### src/rtl/exec_sequencer_pkg.sv
// -----------------------------------------------------------------------------
// exec_sequencer_pkg
//   Shared definitions for the multi-cycle execution sequencer and the
//   instruction decoder: sequencer state encoding, halt-reason codes and the
//   memory-operation encoding the decoder drives on dec_memOp.
// -----------------------------------------------------------------------------
package exec_sequencer_pkg;

    localparam int XLEN = 64;   // address / pc / counter width
    localparam int ILEN = 32;   // instruction word width

    // Sequencer states; exactly one is active in any cycle.
    typedef enum logic [2:0] {
        FETCH  = 3'd0,
        WAIT_I = 3'd1,
        DECODE = 3'd2,
        EXEC   = 3'd3,
        MEM    = 3'd4,
        WAIT_D = 3'd5,
        WB     = 3'd6,
        HALT   = 3'd7
    } state_t;

    // Reason the core stopped, reported on halt_code.
    typedef enum logic [1:0] {
        HALT_NONE     = 2'b00,
        HALT_EBREAK   = 2'b01,
        HALT_MISALIGN = 2'b10
    } halt_code_t;

    // Memory operation class produced by the decoder.
    typedef enum logic [1:0] {
        MEM_NO = 2'b00,
        MEM_L  = 2'b01,
        MEM_LU = 2'b10,
        MEM_S  = 2'b11
    } mem_op_t;

    // Loads (signed or unsigned) wait for read data; stores do not.
    function automatic logic is_load(input logic [1:0] op);
        return (op == MEM_L) || (op == MEM_LU);
    endfunction

endpackage

### src/rtl/exec_sequencer_pc_reg.sv
// -----------------------------------------------------------------------------
// exec_sequencer_pc_reg
//   Program counter with redirect and alignment checking.
//
//   Ports
//     clk, rst_n  core clock, asynchronous active-low reset
//     update      write-back cycle: advance or redirect the pc
//     redirect    jump or taken branch
//     target      redirect target from the ALU (bit 0 is ignored)
//     pc          current instruction address
//     fault       redirect target is not 4-byte aligned after bit-0 clear;
//                 the pc is left untouched when this is set
// -----------------------------------------------------------------------------
module exec_sequencer_pc_reg
    import exec_sequencer_pkg::*;
#(
    parameter logic [XLEN-1:0] RESET_PC = 64'h8000_0000
) (
    input  logic            clk,
    input  logic            rst_n,
    input  logic            update,
    input  logic            redirect,
    input  logic [XLEN-1:0] target,
    output logic [XLEN-1:0] pc,
    output logic            fault
);

    logic [XLEN-1:0] target_clr;
    logic [XLEN-1:0] pc_next;

    // Jump targets have bit 0 cleared (JALR semantics); anything left in
    // bit 1 means the target cannot hold a 32-bit instruction.
    assign target_clr = target & ~{{(XLEN-1){1'b0}}, 1'b1};
    assign fault      = redirect && target_clr[1];
    assign pc_next    = redirect ? target_clr : pc + {{(XLEN-3){1'b0}}, 3'd4};

    // NOTE: sequential state uses non-blocking assignments so every register
    // samples the values from before the clock edge, independent of order.
    always_ff @(posedge clk or negedge rst_n) begin
        if (!rst_n) begin
            pc <= RESET_PC;
        end else if (update && !fault) begin
            pc <= pc_next;
        end
    end

endmodule

### src/rtl/exec_sequencer.sv
// -----------------------------------------------------------------------------
// exec_sequencer
//   Multi-cycle control sequencer for a simple RV64 core. Walks each
//   instruction through FETCH -> WAIT_I -> DECODE -> EXEC -> [MEM -> [WAIT_D]]
//   -> WB, halting on EBREAK or on a misaligned jump/branch target.
//
//   Ports
//     clk, rst_n                         core clock, async active-low reset
//     imem_req_valid/ready, imem_req_addr  instruction fetch request
//     imem_rsp_valid, imem_rsp_data      instruction fetch response
//     ir, pc                             instruction register / its address
//     dec_regWEN, dec_memOp, dec_jmp     decoder controls for ir
//     br_taken, next_target              branch outcome and target from ALU
//     dmem_req_valid/ready, dmem_rsp_valid data-memory handshake
//     rf_wen                             register-file write strobe
//     halt, halt_code                    core stopped and why
//     instret                            retired-instruction counter
// -----------------------------------------------------------------------------
module exec_sequencer
    import exec_sequencer_pkg::*;
#(
    parameter logic [XLEN-1:0] RESET_PC    = 64'h8000_0000,
    parameter logic [ILEN-1:0] EBREAK_INSN = 32'h0010_0073
) (
    input  logic            clk,
    input  logic            rst_n,
    // instruction memory
    output logic            imem_req_valid,
    output logic [XLEN-1:0] imem_req_addr,
    input  logic            imem_req_ready,
    input  logic            imem_rsp_valid,
    input  logic [ILEN-1:0] imem_rsp_data,
    // decoder / datapath
    output logic [ILEN-1:0] ir,
    output logic [XLEN-1:0] pc,
    input  logic            dec_regWEN,
    input  logic [1:0]      dec_memOp,
    input  logic            dec_jmp,
    input  logic            br_taken,
    input  logic [XLEN-1:0] next_target,
    // data memory
    output logic            dmem_req_valid,
    input  logic            dmem_req_ready,
    input  logic            dmem_rsp_valid,
    // status
    output logic            rf_wen,
    output logic            halt,
    output logic [1:0]      halt_code,
    output logic [XLEN-1:0] instret
);

    state_t state;
    state_t state_next;

    logic   redirect;
    logic   pc_fault;
    logic   is_ebreak;
    logic   in_wb;

    assign redirect      = dec_jmp || br_taken;
    assign is_ebreak     = (ir == EBREAK_INSN);
    assign in_wb         = (state == WB);
    assign imem_req_addr = pc;

    exec_sequencer_pc_reg #(
        .RESET_PC (RESET_PC)
    ) u_pc_reg (
        .clk      (clk),
        .rst_n    (rst_n),
        .update   (in_wb),
        .redirect (redirect),
        .target   (next_target),
        .pc       (pc),
        .fault    (pc_fault)
    );

    // -------------------------------------------------------------------------
    // State register
    // -------------------------------------------------------------------------
    always_ff @(posedge clk or negedge rst_n) begin
        if (!rst_n) begin
            state <= FETCH;
        end else begin
            state <= state_next;
        end
    end

    // -------------------------------------------------------------------------
    // Next-state logic. Responses arriving outside WAIT_I / WAIT_D are simply
    // never looked at, which is what makes stray responses harmless.
    // -------------------------------------------------------------------------
    always_comb begin
        // NOTE: defaulting every always_comb output first means no path can
        // leave it unassigned, so no latch is inferred.
        state_next = state;
        unique case (state)
            FETCH:  if (imem_req_ready) state_next = WAIT_I;
            WAIT_I: if (imem_rsp_valid) state_next = DECODE;
            DECODE: state_next = is_ebreak ? HALT : EXEC;
            EXEC:   state_next = (mem_op_t'(dec_memOp) != MEM_NO) ? MEM : WB;
            MEM: begin
                if (dmem_req_ready) begin
                    state_next = is_load(dec_memOp) ? WAIT_D : WB;
                end
            end
            WAIT_D: if (dmem_rsp_valid) state_next = WB;
            WB:     state_next = pc_fault ? HALT : FETCH;
            HALT:   state_next = HALT;
            default: state_next = FETCH;
        endcase
    end

    // -------------------------------------------------------------------------
    // Outputs: pure decodes of the registered state, so they cannot glitch
    // on state transitions. rf_wen is suppressed when write-back faults.
    // -------------------------------------------------------------------------
    always_comb begin
        imem_req_valid = 1'b0;
        dmem_req_valid = 1'b0;
        rf_wen         = 1'b0;
        halt           = 1'b0;
        unique case (state)
            FETCH:   imem_req_valid = 1'b1;
            MEM:     dmem_req_valid = 1'b1;
            WB:      rf_wen         = dec_regWEN && !pc_fault;
            HALT:    halt           = 1'b1;
            default: ;
        endcase
    end

    // -------------------------------------------------------------------------
    // Instruction register, retire counter and halt reason
    // -------------------------------------------------------------------------
    // NOTE: ir is a single control register, not a storage array, so it is
    // reset like any other flop; a cleared ir can never decode as EBREAK.
    always_ff @(posedge clk or negedge rst_n) begin
        if (!rst_n) begin
            ir        <= '0;
            instret   <= '0;
            halt_code <= HALT_NONE;
        end else begin
            if (state == WAIT_I && imem_rsp_valid) begin
                ir <= imem_rsp_data;
            end
            if (in_wb && !pc_fault) begin
                instret <= instret + {{(XLEN-1){1'b0}}, 1'b1};
            end
            if (state == DECODE && is_ebreak) begin
                halt_code <= HALT_EBREAK;
            end else if (in_wb && pc_fault) begin
                halt_code <= HALT_MISALIGN;
            end
        end
    end

endmodule

### config.mk
export PLATFORM = sky130hd
export DESIGN_NAME = exec_sequencer
export DESIGN_NICKNAME = d
export VERILOG_FILES = /design/src/rtl/exec_sequencer_pkg.sv /design/src/rtl/exec_sequencer_pc_reg.sv /design/src/rtl/exec_sequencer.sv
export SDC_FILE = /design/constraint.sdc
export NUM_CORES = 1
export LEC_CHECK = 0
export ABC_AREA = 1
export CAP_MARGIN = 20
export CORE_MARGIN = 8
export CORE_UTILIZATION = 53
export CTS_CLUSTER_SIZE = 12
export DETAILED_ROUTE_END_ITERATION = 8
export PLACE_DENSITY = 0.89
export SLEW_MARGIN = 5
export SYNTH_ARGS = -nofsm -noshare
export SYNTH_HDL_FRONTEND = slang
export SYNTH_SLANG_ARGS = --single-unit
### constraint.sdc
create_clock -name clk -period 5.18 [get_ports clk]
set_clock_uncertainty 0.15 [all_clocks]
set_input_delay 1.036 -clock clk [delete_from_list [all_inputs] [get_ports clk]]
set_output_delay 1.036 -clock clk [all_outputs]
set_load 0.05 [all_outputs]
==> results.json <==
{
  "outcome": "completed",
  "avgSynthCellArea_um2": 6.61,
  "finalWirelength_mm": 42.3,
  "dp_hpwl_mm": 33.1,
  "power_frac_seq_pct": 27.1,
  "drv_slew": 0,
  "ant_nets": 0,
  "track_usage_pct": 31.3,
  "switchingPower_uw": 5010,
  "worstSetupPathType": "in -> out",
  "core_mm2": 0.0216,
  "tightest_slew_ns": 0.991,
  "ir_drop_mv": 0.443,
  "route.detailed.drc": 0,
  "numCtsBuffers": 17,
  "critical_path_depth": 7,
  "netlist_instances": 1741,
  "ys_warn_count": 0,
  "synth_area_mm2": 0.0115,
  "htreeDepth": 4,
  "gp_congestion": 0.971,
  "clk_latency_ns": 0.44,
  "setup_viol": 0,
  "hold_depth": 2,
  "max-slew-margin-rel_pct": 33.9,
  "start_kind": "primary input",
  "first_pass_iters": 6,
  "path_cells": "clkdlybuf4s50_1, inv_1, nand2_1, nand2_2, nand2_1, nor2_1, clkdlybuf4s50_1",
  "root_buffer": "clkbuf_16",
  "rr_worst_depth": 8,
  "drive_above_1_share_pct": 5.71,
  "fin_crit_sh_pct": 74.7,
  "power.density_mw_per_mm2": 594,
  "clk_pin_slew_ns": 0.08,
  "cp.arrival_ns": 2.68,
  "clockBufferDepth": 2,
  "fillers": 1838,
  "seq_area_mm2": 0.00411,
  "hold_path.class": "reg -> reg",
  "io_pins": 337,
  "ys_ff_latch": 164,
  "multi_input_area_mm2": 0.00610,
  "rsz0062_at_grt": "no",
  "cp-end-kind": "output port",
  "clock-sinks": 164,
  "post_cts_buffers": 0,
  "synth_cell_types": 42,
  "tns_ns": 0,
  "vias_per_cell": 5.51,
  "pwr-share-comb_pct": 58.0,
  "period_needed_ns": 3.87,
  "final_hold_viol_count": 0,
  "grt_pass1_wl_mm": 66.0,
  "fin_nets": 2112,
  "antenna_found_initial": 1,
  "intPower_uw": 4040,
  "start_util_pct": 53.4,
  "cp.required_ns": 3.99,
  "syn_to_final_growth_pct": 32.4,
  "drt-initial-drc-count": 1237,
  "swShare_pct": 55.3,
  "die_w_um": 163,
  "power.share.clock_pct": 14.9,
  "port-buffer-count": 333,
  "critPathSlowestCell": "clkdlybuf4s50_1",
  "rows": 54,
  "max-cap-violations": 0,
  "cts_tree": "yes",
  "fp.dieH_um": 163,
  "crit_buf_inv": 3,
  "holdBufCountCts": 0,
  "p_leak_uw": 0.00681,
  "cts_resized": 0,
  "yosysSeqAreaShare_pct": 35.6,
  "place_area_mm2": 0.0146,
  "die-area_mm2": 0.0267,
  "fmax_mhz": 258,
  "cpLargestDelayFamily": "buffers and inverters",
  "grt_max_degree": 108,
  "avgRoutedWirePerCell_um": 18.4,
  "cpPeakStageDelay_ns": 0.82,
  "fin_area_mm2": 0.0152,
  "finalPower_uw": 9050,
  "grt_pass1_vias": 12100,
  "grt_overflow": 0,
  "worst-path-max-fanout": 3,
  "routed-via-count": 12700
}
==> final cells by class <==
class,instances,share of cell area [%]
multi-input cells,1304,40.0
flip-flops and latches,164,26.9
repair buffers,339,22.2
inverters,176,4.34
clock buffers,17,2.79
well taps,280,2.30
clock inverters,15,1.38
diodes,1,0.0164
==> worst register-to-register path, stage by stage (launching register included) <==
cell and delay (ns):
dfrtp_1 0.54, nand3_2 0.21, inv_2 0.11, nand2_4 0.24, inv_2 0.68, buf_12 0.33
nand3_1 0.13, nor3_1 0.16, nor3_1 0.09
==> state kept, by name (all words and copies together) (netlist names) <==
register,flops
halt_code,2
instret,64
ir,32
state,3
u_pc_reg.pc,63
==> power by group through the flow <==
stage	Sequential, uW	Combinational, uW	Clock (uW)
after detailed placement	2450	5250	0
after global placement	2430	5160	0
after global routing	2510	5510	1410
after CTS	2430	5260	1360
final	2450	5250	1350
after floorplan	3630	2390	0
==> routing by layer <==
layer	track usage (%)	share of wire, %
met5	0	0
met4	10.4	2.6
met3	7.54	11
met2	51.6	48
met1	39.5	39
==> cells in the mapped netlist, drive strengths merged <==
cell	number	share of area [%]
o211ai	7	0.46
dfstp	1	0.23
buf	93	5.5
o21bai	3	0.20
a21oi	22	0.96
o221ai	1	0.076
clkinv	1	0.043
nor2b	1	0.054
ha	3	0.33
o31ai	1	0.065
xor2	17	1.3
xnor2	25	1.9
nand3	117	5.5
nand2	639	21
nand3b	7	0.46
inv	175	5.7
o22ai	5	0.27
o311ai	1	0.076
o21ai	66	2.9
mux2	29	2.8
a211oi	5	0.33
nor3	22	1.0
nand4	35	1.9
nor4	6	0.33
nor2	288	11
clkbuf	5	0.16
and2	1	0.054
dfrtp	163	35
a311oi	1	0.076
conb	1	0.033
==> per-stage QoR <==
stage	utilization, %	setup slack [ns]	std cells	hold WS, ns
after floorplan	-	1.97	1742	0.428
after global placement	67.8	1.35	2263	0.309
after detailed placement	67.8	1.30	2263	0.332
after CTS	70.7	1.30	2295	0.351
after global routing	70.7	1.27	2296	0.377
final	70.7	1.31	2296	0.353
==> final timing paths <==
| kind | from | to | slack, ns |
|---|---|---|---|
| max | dec_jmp | rf_wen | 1.31 |
| min | halt_code[1] | halt_code[1] | 0.35 |
| max reg2reg | state[2] | u_pc_reg.pc[18] | 2.42 |
| min reg2reg | halt_code[1] | halt_code[1] | 0.35 |
| max in group asynchronous | rst_n | u_pc_reg.pc[55] | 3.26 |
| min in group asynchronous | rst_n | instret[35] | 0.56 |
==> logic make-up (layout without fill, tap and decap cells) <==
| logic type | Yosys count | in the layout | synth area share, % |
|---|---|---|---|
| and+or+nand+nor | 1116 | 1116 | 41.2 |
| AOI/OAI and AO/OA | 112 | 112 | 5.37 |
| xor gates and xnor gates | 42 | 42 | 3.19 |
| muxes | 29 | 29 | 2.84 |
| adders and majority gates | 3 | 3 | 0.326 |
| buffers and inverters | 274 | 547 | 11.4 |
| DFF | 164 | 164 | 35.6 |
| other | 1 | 3 | 0.0326 |
==> cells in the final DEF (no fill, tap or decap), drive strengths merged, types with 22 or more instances in the layout <==
master         count
nand2            639
nand3            117
nand4             35
xnor2             25
mux2              29
dfrtp            163
inv              180
a21oi             22
nor2             288
clkdlybuf4s50    332
o21ai             66
nor3              22
Power figures use the tool's default switching activity.
